==> config.mk <==
export PLATFORM = sky130hd
export DESIGN_NAME = div_frontend
export DESIGN_NICKNAME = d
export VERILOG_FILES = /design/src/rtl/div_frontend.sv
export SDC_FILE = /design/constraint.sdc
export NUM_CORES = 1
export LEC_CHECK = 0
export CAP_MARGIN = 20
export CORE_AREA = 2 2 143 145
export CTS_CLUSTER_SIZE = 12
export DETAILED_ROUTE_END_ITERATION = 10
export DIE_AREA = 0 0 145 147
export DONT_BUFFER_PORTS = 1
export PLACE_DENSITY_LB_ADDON = 0.08
export REMOVE_ABC_BUFFERS = 1
export SLEW_MARGIN = 30
export SYNTH_ARGS = -nofsm -noshare
export SYNTH_HDL_FRONTEND = slang
export SYNTH_SLANG_ARGS = --single-unit
==> constraint.sdc <==
create_clock -name clk -period 10.2 [get_ports clk]
set_input_delay 2.04 -clock clk [delete_from_list [all_inputs] [get_ports clk]]
set_output_delay 2.04 -clock clk [all_outputs]
set_load 0.02 [all_outputs]
==> src/rtl/div_frontend.sv <==
// Divide front-end: resolves divide-by-zero and signed overflow locally, issues
// unsigned magnitudes to the SRT core and restores result signs on capture.
module div_frontend #(
    parameter int DW    = 32,
    parameter int TAG_W = 4
) (
    input  logic             clk,
    input  logic             rstn,
    input  logic             in_vld_i,
    output logic             in_rdy_o,
    input  logic [1:0]       in_op_i,
    input  logic [DW-1:0]    in_a_i,
    input  logic [DW-1:0]    in_b_i,
    input  logic [TAG_W-1:0] in_tag_i,
    output logic             out_vld_o,
    input  logic             out_rdy_i,
    output logic [DW-1:0]    out_res_o,
    output logic [TAG_W-1:0] out_tag_o,
    output logic             core_vld_o,
    output logic [63:0]      core_op1_o,
    output logic [63:0]      core_op2_o,
    input  logic             core_ready_i,
    input  logic [63:0]      core_quo_i,
    input  logic [63:0]      core_rem_i
);

    // state | meaning
    // IDLE  | accepting a request
    // ISSUE | core_vld_o held until the core shows ready
    // BUSY  | waiting for the core to drop ready (acknowledge)
    // DONE  | waiting for the core to raise ready again, then capture
    // OUT   | result presented until the consumer takes it
    typedef enum logic [2:0] {IDLE, ISSUE, BUSY, DONE, OUT} state_t;

    state_t state_q, state_d;

    logic [1:0]       op_q;
    logic             sa_q, sb_q;
    logic [DW-1:0]    res_q;
    logic [TAG_W-1:0] tag_q;
    logic [63:0]      op1_q, op2_q;

    logic             accept;
    logic             is_signed, sa, sb, bz, ovf;
    logic [DW:0]      mag_a, mag_b;
    logic [DW-1:0]    raw, res_fix;
    logic             neg;
    logic             core_hi_unused;

    assign accept    = (state_q == IDLE) && in_vld_i;
    assign is_signed = ~in_op_i[0];
    assign sa        = is_signed & in_a_i[DW-1];
    assign sb        = is_signed & in_b_i[DW-1];
    assign bz        = ~|in_b_i;
    assign ovf       = is_signed & (in_a_i == {1'b1, {(DW-1){1'b0}}}) & (&in_b_i);

    // One extra bit so the most negative operand still has a representable magnitude.
    assign mag_a = sa ? -{1'b1, in_a_i} : {1'b0, in_a_i};
    assign mag_b = sb ? -{1'b1, in_b_i} : {1'b0, in_b_i};

    assign raw     = op_q[1] ? core_rem_i[DW-1:0] : core_quo_i[DW-1:0];
    assign neg     = op_q[1] ? sa_q : (sa_q ^ sb_q);
    assign res_fix = neg ? -raw : raw;

    assign core_hi_unused = ^{core_quo_i[63:DW], core_rem_i[63:DW]};

    always_ff @(posedge clk or negedge rstn) begin
        if (!rstn) state_q <= IDLE;
        else       state_q <= state_d;
    end

    always_comb begin
        state_d = state_q;
        case (state_q)
            IDLE:    if (in_vld_i) state_d = (bz || ovf) ? OUT : ISSUE;
            ISSUE:   if (core_ready_i) state_d = BUSY;
            BUSY:    if (!core_ready_i) state_d = DONE;
            DONE:    if (core_ready_i) state_d = OUT;
            OUT:     if (out_rdy_i) state_d = IDLE;
            default: state_d = IDLE;
        endcase
    end

    always_ff @(posedge clk or negedge rstn) begin
        if (!rstn) begin
            op_q  <= '0;
            sa_q  <= 1'b0;
            sb_q  <= 1'b0;
            res_q <= '0;
            tag_q <= '0;
            op1_q <= '0;
            op2_q <= '0;
        end else if (accept) begin
            op_q  <= in_op_i;
            sa_q  <= sa;
            sb_q  <= sb;
            tag_q <= in_tag_i;
            if (bz) begin
                res_q <= in_op_i[1] ? in_a_i : '1;
            end else if (ovf) begin
                res_q <= in_op_i[1] ? '0 : in_a_i;
            end else begin
                op1_q <= 64'(mag_a);
                op2_q <= 64'(mag_b);
            end
        end else if (state_q == DONE && core_ready_i) begin
            res_q <= res_fix;
        end
    end

    assign in_rdy_o   = (state_q == IDLE);
    assign out_vld_o  = (state_q == OUT);
    assign core_vld_o = (state_q == ISSUE);
    assign out_res_o  = res_q;
    assign out_tag_o  = tag_q;
    assign core_op1_o = op1_q;
    assign core_op2_o = op2_q;

endmodule

==> summary by stage <==
Power and ir drop
For this design the ratio of total power to cell area is 281 nW/µm². The standby leakage power is 3.30 nW. Across the VDD grid, the largest voltage drop is 0.000115 V.

Global routing
The via count of the first global-routing pass is 6616. Across every metal layer, demand over resource in global routing totals 22.3%. The initial antenna violation count is 0.

The wire length of the first global-routing pass is 37900 µm. Entering global routing, the biggest net connects 109 pins. Global routing finished with a remaining overflow of 0.

Die
The initial utilization of the core area, before any placement, comes to 41.3%. The die width is 145 µm. The core area is 19800 µm². Row generation in the floorplan step produced 52 rows. The die outline height is 147 µm.

The die covers 21300 µm². Pin placement for this block handled 370 I/O pins.

STA
The clock tree skew after final layout is 5.68 ps. The worst slew slack as a fraction of its limit is 36.4%. Setup violations remaining at the end of the flow were counted as 0. Derived from the worst setup path, the maximum achievable clock frequency is 207 MHz. The setup TNS is 0 ps.

Setup repair after global routing left no endpoint under its margin. The final count of hold timing violations is 0. The clock period minus worst slack is 4840 ps. The final critical-path share of the clock period is 47.5%. Final hold analysis gives a worst-case slack of 534 ps. The number of max-slew violations in the final report came to 0. At the pin with the least slew margin, the transition time is 955 ps.

Detailed routing
The final antenna-violating net count is 0. The detailed-router iteration count before antenna repair is 5. The met1 routed wirelength after detailed routing is 10000 µm. The overall via count from detail_route is 6599.

The number of remaining DRC errors is 0. The sum of met3 wire segment lengths after detailed routing is 2340 µm. After detailed routing, no signal wire sits above met4. After detailed routing, the average wire length per cell comes to 21.0 µm. The routed design uses 11400 µm of met2 wire. The post-detailed-routing wire length is 24200 µm. The detail-routed via count per cell is 5.71. The detailed router finished its first iteration with 320 violations.

Clock tree
The post-cts gate resize count is 0. Once the clock tree was built, the setup fixing pass inserted 0 buffers. After clock tree synthesis, the clock-pin slew on the worst setup and hold paths is 70 ps.

Clock latency on the worst-skew pair, taken at its later pin, is 360 ps. TritonCTS built the clock tree. The H-tree generated during clock tree synthesis spans 3 levels. The root buffer cell is sky130_fd_sc_hd__clkbuf_16. Buffers inserted to repair hold after CTS numbered 0. The number of buffers added by the clock tree synthesis step is 9.

The sink count of the clock tree is 108. Counting along the longest clock path gives a buffer depth of 2.

Hold path
The source of the worst hold timing path is state_q[2]$_DFFE_PN0P_. The tightest min-delay check is of the reg -> reg type. The cell count of the worst hold path is 1. The path with the worst hold slack has its endpoint at state_q[1]$_DFFE_PN0P_.

Cells and area
Of the cells placed in the final design, the portion with a size suffix greater than 1 is 10.6%. The final layout contains 1088 nets. The area growth from synthesis to layout is 3.47%. Once layout is complete, the utilization of the core stands at 42.7%. 0 antenna diodes ended up in the layout. The layout filler cell count is 1994.

Synth
After synthesis, the cell types taking the most area are sky130_fd_sc_hd__dfrtp_1 33%, sky130_fd_sc_hd__xnor2_1 6.3%, sky130_fd_sc_hd__buf_4 5.8%, sky130_fd_sc_hd__mux2_2 5.8%, sky130_fd_sc_hd__a21oi_1 5.7%. During synthesis, Yosys emitted a total of 0 warnings. In the synthesized netlist the dominant register cell turns out to be sky130_fd_sc_hd__dfrtp_1. Synthesis instantiated 68 different standard cells from the library. The share of synthesized area in the top cell type comes to 33.0%. Summing every instance area after synthesis gives 8190 µm².

Averaged over all synthesized cells, the footprint is 8.95 µm². The sequential-to-total area share from yosys stat is 33.0%. Of all cell types, the one taking the most synthesized area is sky130_fd_sc_hd__dfrtp_1.

The synthesized flop and latch total is 108. The number of enable flip-flop cells after synthesis is 0. The number of instances in the synthesized netlist is 915. The post-synthesis async set-or-reset flop share is 100%.

Critical path
The category of the most critical setup path is in -> reg. The data required time at the worst endpoint is 10440 ps. The capture point of the worst reg-to-reg path is out_res_o[27]$_DFFE_PN0P_.

The arrival time of data at the critical path endpoint is 5080 ps. The maximum fanout count along the critical path is 25. STA classifies the critical path startpoint as an input port. The setup check on the worst reg-to-reg path leaves a slack of 6670 ps. The launch instance of the worst register-to-register path is op_q[1]$_DFFE_PN0P_. The worst-case reg-to-reg path depth is 7. STA classifies the critical path endpoint as a flop.

Place
The HPWL after detailed placement is 18200 µm. The congestion estimate from routability-driven global placement came to 0.850. The count of buffers added on input and output ports is 0.

Status
The flow ran to the end, and the final reports show no timing, DRC or antenna violations.

Job
The number of max-cap violations is 0.
## power by group
part | total, mW | internal [mW] | switching (mW)
sequential | 1.08 | 0.637 | 0.441
clock | 0.358 | 0.192 | 0.166
combinational | 0.944 | 0.425 | 0.519
total | 2.38 | 1.25 | 1.13
## placed cells by master (no fill, tap or decap), types with 6 or more instances in the layout
cell / netlist / layout
sky130_fd_sc_hd__or4_1: 13 / 13
sky130_fd_sc_hd__dfrtp_1: 108 / 107
sky130_fd_sc_hd__buf_4: 63 / 11
sky130_fd_sc_hd__o31ai_1: 12 / 12
sky130_fd_sc_hd__nor4_1: 12 / 11
sky130_fd_sc_hd__a211oi_1: 12 / 12
sky130_fd_sc_hd__nand3_1: 9 / 9
sky130_fd_sc_hd__a31oi_1: 19 / 19
sky130_fd_sc_hd__clkbuf_16: 0 / 9
sky130_fd_sc_hd__o22ai_1: 7 / 7
sky130_fd_sc_hd__xnor2_1: 59 / 58
sky130_fd_sc_hd__mux2_2: 42 / 42
sky130_fd_sc_hd__nor4b_1: 6 / 6
sky130_fd_sc_hd__nor3_1: 29 / 29
sky130_fd_sc_hd__a21oi_1: 94 / 94
sky130_fd_sc_hd__conb_1: 1 / 62
sky130_fd_sc_hd__nand2_1: 46 / 46
sky130_fd_sc_hd__mux2i_1: 42 / 42
sky130_fd_sc_hd__nor2_1: 51 / 51
sky130_fd_sc_hd__xor2_1: 21 / 20
sky130_fd_sc_hd__o21ai_0: 32 / 32
sky130_fd_sc_hd__or3_1: 12 / 12
sky130_fd_sc_hd__or2_2: 7 / 7
sky130_fd_sc_hd__inv_1: 19 / 19
sky130_fd_sc_hd__nor2b_1: 8 / 7
sky130_fd_sc_hd__nand2b_1: 7 / 7
sky130_fd_sc_hd__maj3_1: 24 / 24
sky130_fd_sc_hd__mux2_1: 10 / 10
sky130_fd_sc_hd__nand4_1: 10 / 10
## registers in the layout, summed over array words and instances, names as in the netlist
register,cells
state_q,3
core_op2_o,33
sb_q,1
out_tag_o,4
core_op1_o,33
sa_q,1
out_res_o,32
op_q,1
## worst max-delay path by stage
stage / slack (ps) / cells after the start / end / start
2_1_floorplan: 4960 / 6 / out_res_o[0]$_DFFE_PN0P_ / in_a_i[6]
3_3_place_gp: 4970 / 6 / out_res_o[5]$_DFFE_PN0P_ / in_a_i[6]
3_5_place_dp: 4950 / 6 / out_res_o[5]$_DFFE_PN0P_ / in_a_i[6]
4_1_cts: 5330 / 6 / out_res_o[1]$_DFFE_PN0P_ / in_a_i[6]
5_1_grt: 5220 / 6 / out_res_o[1]$_DFFE_PN0P_ / in_b_i[2]
6_report: 5360 / 6 / out_res_o[5]$_DFFE_PN0P_ / in_a_i[6]
## area by class of cell
| class | count | area, µm² | area share [%] |
|---|---|---|---|
| sequential | 108 | 2700 | 31.9 |
| clock inverter | 6 | 72.6 | 0.856 |
| clock buffer | 9 | 225 | 2.66 |
| tap | 270 | 338 | 3.99 |
| multi-input combinational | 731 | 4980 | 58.7 |
| timing repair buffer | 11 | 82.6 | 0.974 |
| inverter | 20 | 75.1 | 0.886 |
## cells in the mapped netlist (3+ instances only)
cell type / count
sky130_fd_sc_hd__nor3b_1: 5
sky130_fd_sc_hd__a22oi_1: 4
sky130_fd_sc_hd__o41ai_1: 5
sky130_fd_sc_hd__nor4b_1: 6
sky130_fd_sc_hd__buf_2: 8
sky130_fd_sc_hd__mux2_2: 42
sky130_fd_sc_hd__or3b_2: 5
sky130_fd_sc_hd__a21oi_1: 94
sky130_fd_sc_hd__or3_1: 12
sky130_fd_sc_hd__o22ai_1: 7
sky130_fd_sc_hd__nand2b_1: 7
sky130_fd_sc_hd__or2_2: 7
sky130_fd_sc_hd__xor2_1: 21
sky130_fd_sc_hd__inv_1: 19
sky130_fd_sc_hd__a211oi_1: 12
sky130_fd_sc_hd__a221o_1: 3
sky130_fd_sc_hd__mux2i_1: 42
sky130_fd_sc_hd__mux2_1: 10
sky130_fd_sc_hd__a22o_1: 5
sky130_fd_sc_hd__o21a_1: 4
sky130_fd_sc_hd__dfrtp_1: 108
sky130_fd_sc_hd__nor2_1: 51
sky130_fd_sc_hd__o2111ai_1: 3
sky130_fd_sc_hd__nand4_1: 10
sky130_fd_sc_hd__a31oi_1: 19
sky130_fd_sc_hd__o31ai_1: 12
sky130_fd_sc_hd__nor3_1: 29
sky130_fd_sc_hd__o211ai_1: 4
sky130_fd_sc_hd__ha_1: 4
sky130_fd_sc_hd__nor4_1: 12
sky130_fd_sc_hd__nand3_1: 9
sky130_fd_sc_hd__or4_1: 13
sky130_fd_sc_hd__buf_1: 4
sky130_fd_sc_hd__o21ai_0: 32
sky130_fd_sc_hd__a41oi_1: 4
sky130_fd_sc_hd__clkbuf_1: 40
sky130_fd_sc_hd__a221oi_1: 3
sky130_fd_sc_hd__buf_4: 63
sky130_fd_sc_hd__maj3_1: 24
sky130_fd_sc_hd__and2_1: 5
sky130_fd_sc_hd__xnor2_1: 59
sky130_fd_sc_hd__nand2_1: 46
sky130_fd_sc_hd__o211a_1: 3
sky130_fd_sc_hd__nor2b_1: 8
## critical path, stage by stage
cell,delay (ps)
sky130_fd_sc_hd__or4_4,540
sky130_fd_sc_hd__or4_1,680
sky130_fd_sc_hd__or3_4,470
sky130_fd_sc_hd__o21a_1,240
sky130_fd_sc_hd__o21ai_4,670
sky130_fd_sc_hd__mux2_2,420
## metrics by stage
stage	total power, mW	instances	setup slack, ps	area, µm²
2_1_floorplan	1.76	859	4960	7730
3_3_place_gp	2.01	1140	4970	8160
3_5_place_dp	2.03	1140	4950	8160
4_1_cts	2.40	1155	5330	8460
5_1_grt	2.55	1155	5220	8480
6_report	2.38	1155	5360	8480
## metal layers
metal	vias to the layer above	global-route usage (%)
li1	3145	-
met1	3159	28.4
met2	267	36.8
met3	28	6.52
met4	0	6.53
met5	-	0
## cells by family (layout without fill, tap and decap cells)
kind of cell,Yosys count,in the layout,share of synthesized area [%]
other cells,1,62,0.0458
compound gates,230,230,17.7
buf+inv,137,46,9.39
mux,94,94,12.3
simple gates,237,237,15.5
flops,108,108,33.0
xor+xnor,80,80,8.55
fa+ha+maj,28,28,3.54
Note: power is estimated with default switching activity, not from simulation.
